==> src/rtl/regfile_write_arbiter.sv <==
// Register-file write-port arbiter. The processor writeback shares one port
// with three event sources (square, triangle, star). Each source owns a
// single-entry pending buffer. The CPU normally wins the port. Once the
// starvation counter reaches STARVE_LIMIT, the next pending event is forced
// through instead. Events are served round-robin among themselves.
module regfile_write_arbiter #(
  parameter int unsigned REG_SQUARE   = 23,
  parameter int unsigned REG_TRIANGLE = 24,
  parameter int unsigned REG_STAR     = 25,
  parameter int unsigned STARVE_LIMIT = 8
) (
  input  logic        clock,
  input  logic        ctrl_reset,
  input  logic        cpu_we,
  input  logic [4:0]  cpu_reg,
  input  logic [31:0] cpu_data,
  input  logic [2:0]  evt_req,
  input  logic [95:0] evt_data,
  output logic        ctrl_writeEnable,
  output logic [4:0]  ctrl_writeReg,
  output logic [31:0] data_writeReg,
  output logic        cpu_stall,
  output logic [2:0]  evt_busy,
  output logic [2:0]  evt_ack,
  output logic [2:0]  evt_overflow
);

  typedef enum logic [1:0] {
    SRC_SQUARE   = 2'd0,
    SRC_TRIANGLE = 2'd1,
    SRC_STAR     = 2'd2
  } src_e;

  localparam logic [7:0] LIMIT = 8'(STARVE_LIMIT);

  logic [2:0]  valid_q, valid_d;
  logic [31:0] data_q [3];
  logic [31:0] data_d [3];
  logic [2:0]  ovf_q, ovf_d;
  logic [7:0]  starve_q, starve_d;
  src_e        last_q, last_d;

  logic        cpu_write;
  logic        any_valid;
  logic        starved;
  logic        cpu_win;
  logic        evt_win;
  src_e        win_idx;
  src_e        cand;
  logic [2:0]  evt_gnt;

  function automatic src_e next_src(input src_e s);
    case (s)
      SRC_SQUARE:   next_src = SRC_TRIANGLE;
      SRC_TRIANGLE: next_src = SRC_STAR;
      default:      next_src = SRC_SQUARE;
    endcase
  endfunction

  function automatic logic [4:0] reg_of(input src_e s);
    case (s)
      SRC_SQUARE:   reg_of = 5'(REG_SQUARE);
      SRC_TRIANGLE: reg_of = 5'(REG_TRIANGLE);
      default:      reg_of = 5'(REG_STAR);
    endcase
  endfunction

  // CPU eligibility: writes to r0 are discarded and never compete
  always_comb begin
    cpu_write = cpu_we && (cpu_reg != '0);
    any_valid = |valid_q;
    starved   = (starve_q == LIMIT) && any_valid;
    cpu_win   = cpu_write && !starved;
  end

  // Round-robin event pick, searching from the source after the last grant
  always_comb begin
    evt_win = 1'b0;
    win_idx = SRC_SQUARE;
    evt_gnt = '0;
    cand    = next_src(last_q);
    if (!cpu_win) begin
      for (int unsigned k = 0; k < 3; k++) begin
        if (!evt_win && valid_q[cand]) begin
          evt_win = 1'b1;
          win_idx = cand;
        end
        cand = next_src(cand);
      end
      if (evt_win) evt_gnt[win_idx] = 1'b1;
    end
  end

  // Write-port mux; everything is held quiet while reset is asserted
  always_comb begin
    ctrl_writeEnable = 1'b0;
    ctrl_writeReg    = '0;
    data_writeReg    = '0;
    cpu_stall        = 1'b0;
    evt_ack          = '0;
    if (!ctrl_reset) begin
      if (cpu_win) begin
        ctrl_writeEnable = 1'b1;
        ctrl_writeReg    = cpu_reg;
        data_writeReg    = cpu_data;
      end else if (evt_win) begin
        ctrl_writeEnable = 1'b1;
        ctrl_writeReg    = reg_of(win_idx);
        data_writeReg    = data_q[win_idx];
        evt_ack          = evt_gnt;
        cpu_stall        = cpu_write;
      end
    end
  end

  assign evt_busy     = valid_q;
  assign evt_overflow = ovf_q;

  // Next state: a buffer being granted this cycle can accept a new request
  always_comb begin
    valid_d  = valid_q;
    data_d   = data_q;
    ovf_d    = ovf_q;
    starve_d = starve_q;
    last_d   = last_q;
    for (int unsigned i = 0; i < 3; i++) begin
      if (evt_req[i] && (!valid_q[i] || evt_gnt[i])) begin
        valid_d[i] = 1'b1;
        data_d[i]  = evt_data[32*i +: 32];
      end else begin
        if (evt_req[i]) ovf_d[i] = 1'b1;
        if (evt_gnt[i]) valid_d[i] = 1'b0;
      end
    end
    if (evt_win || !any_valid) begin
      starve_d = '0;
    end else if (cpu_win && (starve_q < LIMIT)) begin
      starve_d = starve_q + 8'd1;
    end
    if (evt_win) last_d = win_idx;
  end

  // State registers; reset leaves square as the first source searched
  always_ff @(posedge clock or posedge ctrl_reset) begin
    if (ctrl_reset) begin
      valid_q  <= '0;
      ovf_q    <= '0;
      starve_q <= '0;
      last_q   <= SRC_STAR;
      for (int unsigned i = 0; i < 3; i++) data_q[i] <= '0;
    end else begin
      valid_q  <= valid_d;
      ovf_q    <= ovf_d;
      starve_q <= starve_d;
      last_q   <= last_d;
      for (int unsigned i = 0; i < 3; i++) data_q[i] <= data_d[i];
    end
  end

endmodule

==> config.mk <==
export PLATFORM = sky130hd
export DESIGN_NAME = regfile_write_arbiter
export DESIGN_NICKNAME = d
export VERILOG_FILES = /design/src/rtl/regfile_write_arbiter.sv
export SDC_FILE = /design/constraint.sdc
export NUM_CORES = 1
export LEC_CHECK = 0
export BUFFER_PORTS_ARGS = -buffer_cell sky130_fd_sc_hd__clkbuf_2
export CORE_MARGIN = 2
export CORE_UTILIZATION = 41
export CTS_BUF_LIST = sky130_fd_sc_hd__clkbuf_8
export CTS_CLUSTER_DIAMETER = 80
export DETAILED_ROUTE_END_ITERATION = 6
export GPL_ROUTABILITY_DRIVEN = 0
export PLACE_DENSITY = 0.68
export SYNTH_ARGS = -nofsm -noshare
export SYNTH_HDL_FRONTEND = slang
export SYNTH_SLANG_ARGS = --single-unit
==> constraint.sdc <==
create_clock -name clock -period 9.92 [get_ports clock]
set_clock_uncertainty 0.05 [all_clocks]
set_input_delay 2.48 -clock clock [delete_from_list [all_inputs] [get_ports clock]]
set_output_delay 2.48 -clock clock [all_outputs]
set_load 0.01 [all_outputs]
==> flow_summary_export.csv <==
group,metric,value,unit
timing,fin_ws,2.777,ns
logic_synthesis,synth.distinct_cells,47,
pwr,vdd_ir_drop_max,0.1021,mV
pwr,p_comb_frac,0.431,
worst_setup_path,r2r_start,"evt_busy[1]",
timing,max_slew_margin,0.1681,
timing,setup_tns,0,ns
grt,grt_pass1_wl,28680,µm
floorplanning,core,15090,µm²
logic_synthesis,ys_seq_area_frac,0.4456,
layout,final_nets,870,
route,drt-wirelength-per-cell,19.72,µm
worst_setup_path,worstSetupPathType,"primary input to primary output",
layout,drive_above_1_share,0.4033,
route,ant_nets,0,
worst_setup_path,cp-end-kind,"primary output",
logic_synthesis,syn-cell-area,6292,µm²
route,dr.first_iter.drc_count,403,
grt,grt_start_max_net_pins,80,
timing,tightest_slew,1.248,ns
clocking,cts_tree,"yes",
route,routed_wirelength,18180,µm
worst_hold_path,hp-class,"flip-flop to flip-flop",
flow_run,drv_cap,0,
route,drt_pass1_iterations,6,
clocking,postCtsSetupBuffers,0,
clocking,cts_buffer_depth,2,
logic_synthesis,synth_nets,718,
pwr,p_clk_frac,0.141,
floorplanning,ioPinCount,187,
placed_design,io_buffers,186,
floorplanning,die_y,127.9,µm
floorplanning,floorplan.initialDensity,0.4170,
floorplanning,die-width,127.9,µm
floorplanning,die-area,16350,µm²
logic_synthesis,netlist_instances,577,
worst_setup_path,crit_path_start,"cpu_reg[1]",
clocking,h-tree-depth,3,
pwr,power,0.001834,W
logic_synthesis,synth-async-reset-ratio,1.000,
route,drc,0,
layout,area.growth.synth_to_final,19.69,%
placed_design,post-place-ws,2.743,ns
logic_synthesis,synth_top_area_frac,0.4414,
worst_setup_path,cp-start-kind,"primary input",
pwr,switchingPower,0.0006645,W
route,viasPerCell,5.823,
logic_synthesis,synth_edf_count,0,
layout,final_cell_mix,"clkbuf_2 (186), dfrtp_1 (111), o21ai_0 (41)",
grt,antenna_found_initial,0,
clocking,hold_buffers,0,
logic_synthesis,yosysTopAreaCell,"dfrtp_1",
clocking,insertion_delay,0.39,ns
logic_synthesis,syn_avg_cell_area,10.91,µm²
clocking,clock-sinks,112,
grt,grt_pass1_vias,5553,
layout,final_common_cell,"clkbuf_2",
clocking,numCtsBuffers,9,
grt,grt_use_total,0.2249,
route,vias,5369,
worst_setup_path,crit_arrival,4.61,ns
grt,overflow,0,
worst_setup_path,cp.required,7.39,ns
worst_setup_path,crit_fanout,46,
logic_synthesis,yosys-top-cells-area,"dfrtp_1 (44%), mux2_4 (7.2%), mux2_2 (6.1%)",
floorplanning,num_rows,45,
worst_setup_path,endpoint,"ctrl_writeReg[3]",
worst_setup_path,r2r-end,"data_q[35]",
timing,slew_viol_final,0,
logic_synthesis,yosys_warnings,0,
timing,setup-violations-final,0,
logic_synthesis,synth_ff_type,"dfrtp_1",
worst_setup_path,rrSetupSlack,7.00,ns
timing,period_needed,7.143,ns
logic_synthesis,ys_ff_latch,112,
pwr,p_int,0.001169,W
pwr,p_leak,3.589,nW
outcome,status,"finished, final reports clean",
clocking,cts-root-buf,"clkbuf_8",
pwr,pwr-share-seq,0.428,
layout,antenna_cells,0,
placed_design,dp.final_hpwl,12810,µm
timing,rsz0062_at_grt,"no",
clocking,clk_pin_slew,0.10,ns
timing,hold_viol,0,
layout,final_util,0.4991,
pwr,cellPowerDensity,243.5,nW/µm²
worst_setup_path,r2r_cells,5,
timing,fmax,0.1400,GHz
timing,fin_crit_sh,0.7201,
pwr,power_switching_share,0.3623,
clocking,cts_resized,0,
final cells by class:
cell class | instances | area [µm²]
Tap cell | 188 | 235.2
Fill cell | 1415 | 7559
Clock inverter | 6 | 35.03
Timing Repair Buffer | 200 | 1036
Clock buffer | 10 | 137.6
Inverter | 39 | 148.9
Sequential cell | 112 | 2804
Multi-Input combinational cell | 367 | 3134
sequential cells by signal (all words and copies together), names as in the netlist:
signal and cells:
evt_overflow 3, evt_busy 3, data_q 96, starve_q 8
last_q 2
cells in the mapped netlist (3+ instances only):
cell type / n
and3_1: 37
mux2_1: 32
o211ai_1: 33
nor2_1: 6
buf_6: 4
nor2b_1: 3
nand2_1: 6
a31o_2: 3
a21oi_1: 3
clkbuf_1: 39
mux2_4: 30
mux2_2: 34
o21a_1: 3
o21ai_0: 41
nor4b_1: 31
buf_2: 10
nand3_1: 36
inv_1: 39
dfrtp_1: 111
buf_1: 6
o2111ai_1: 33
a21o_1: 3
power groups by stage:
stage	logic [W]	clock network [W]	registers [W]
floorplan	0.000595	0	0.000744
global placement	0.000775	0	0.000778
detailed placement	0.000792	0	0.000792
CTS	0.000795	0.000267	0.000784
global route	0.000863	0.000285	0.000811
finish	0.000791	0.000259	0.000785
cells by family after synthesis:
family	Yosys count	share of synthesized area
multiplexers	97	0.1913
AO/OA/AOI/OAI	134	0.1581
adder cells (fa/ha/maj)	2	0.003976
XOR/XNOR	1	0.001392
buffers and inverters	98	0.06522
AND/OR/NAND/NOR	133	0.1344
flip-flops	112	0.4456
worst min-delay path by stage:
stage | depth (start not counted) | slack (ns) | startpoint | end
after floorplan | 1 | 0.41 | data_q[0] | data_q[0]
after global placement | 1 | 0.41 | evt_overflow[2] | evt_overflow[2]
after detailed placement | 1 | 0.41 | evt_overflow[0] | evt_overflow[0]
after CTS | 1 | 0.44 | evt_overflow[0] | evt_overflow[0]
after global routing | 1 | 0.46 | evt_overflow[0] | evt_overflow[0]
final | 1 | 0.44 | evt_overflow[0] | evt_overflow[0]
metal layers:
| layer | vias to the layer above | global-route usage | wire, µm |
|---|---|---|---|
| li1 | 2482 | - | - |
| met1 | 2688 | 0.2875 | 8001 |
| met2 | 178 | 0.3831 | 8904 |
| met3 | 21 | 0.05301 | 1042 |
| met4 | 0 | 0.06206 | 231 |
| met5 | - | 0 | 0 |
critical path: stages:
cell,delay [ns]
clkbuf_2,0.09
or4_4,0.56
o21ai_4,0.15
buf_4,0.44
o21ai_1,0.31
o32ai_1,0.37
clkbuf_2,0.19
metrics by stage:
step,hold slack (ns),std cells,cell area [µm²]
final,0.4363,922,7531
after global routing,0.4591,922,7531
after CTS,0.4368,922,7531
after detailed placement,0.4127,906,7358
after global placement,0.4053,906,7358
after floorplan,0.4059,577,6292
Power figures use the tool's default switching activity.
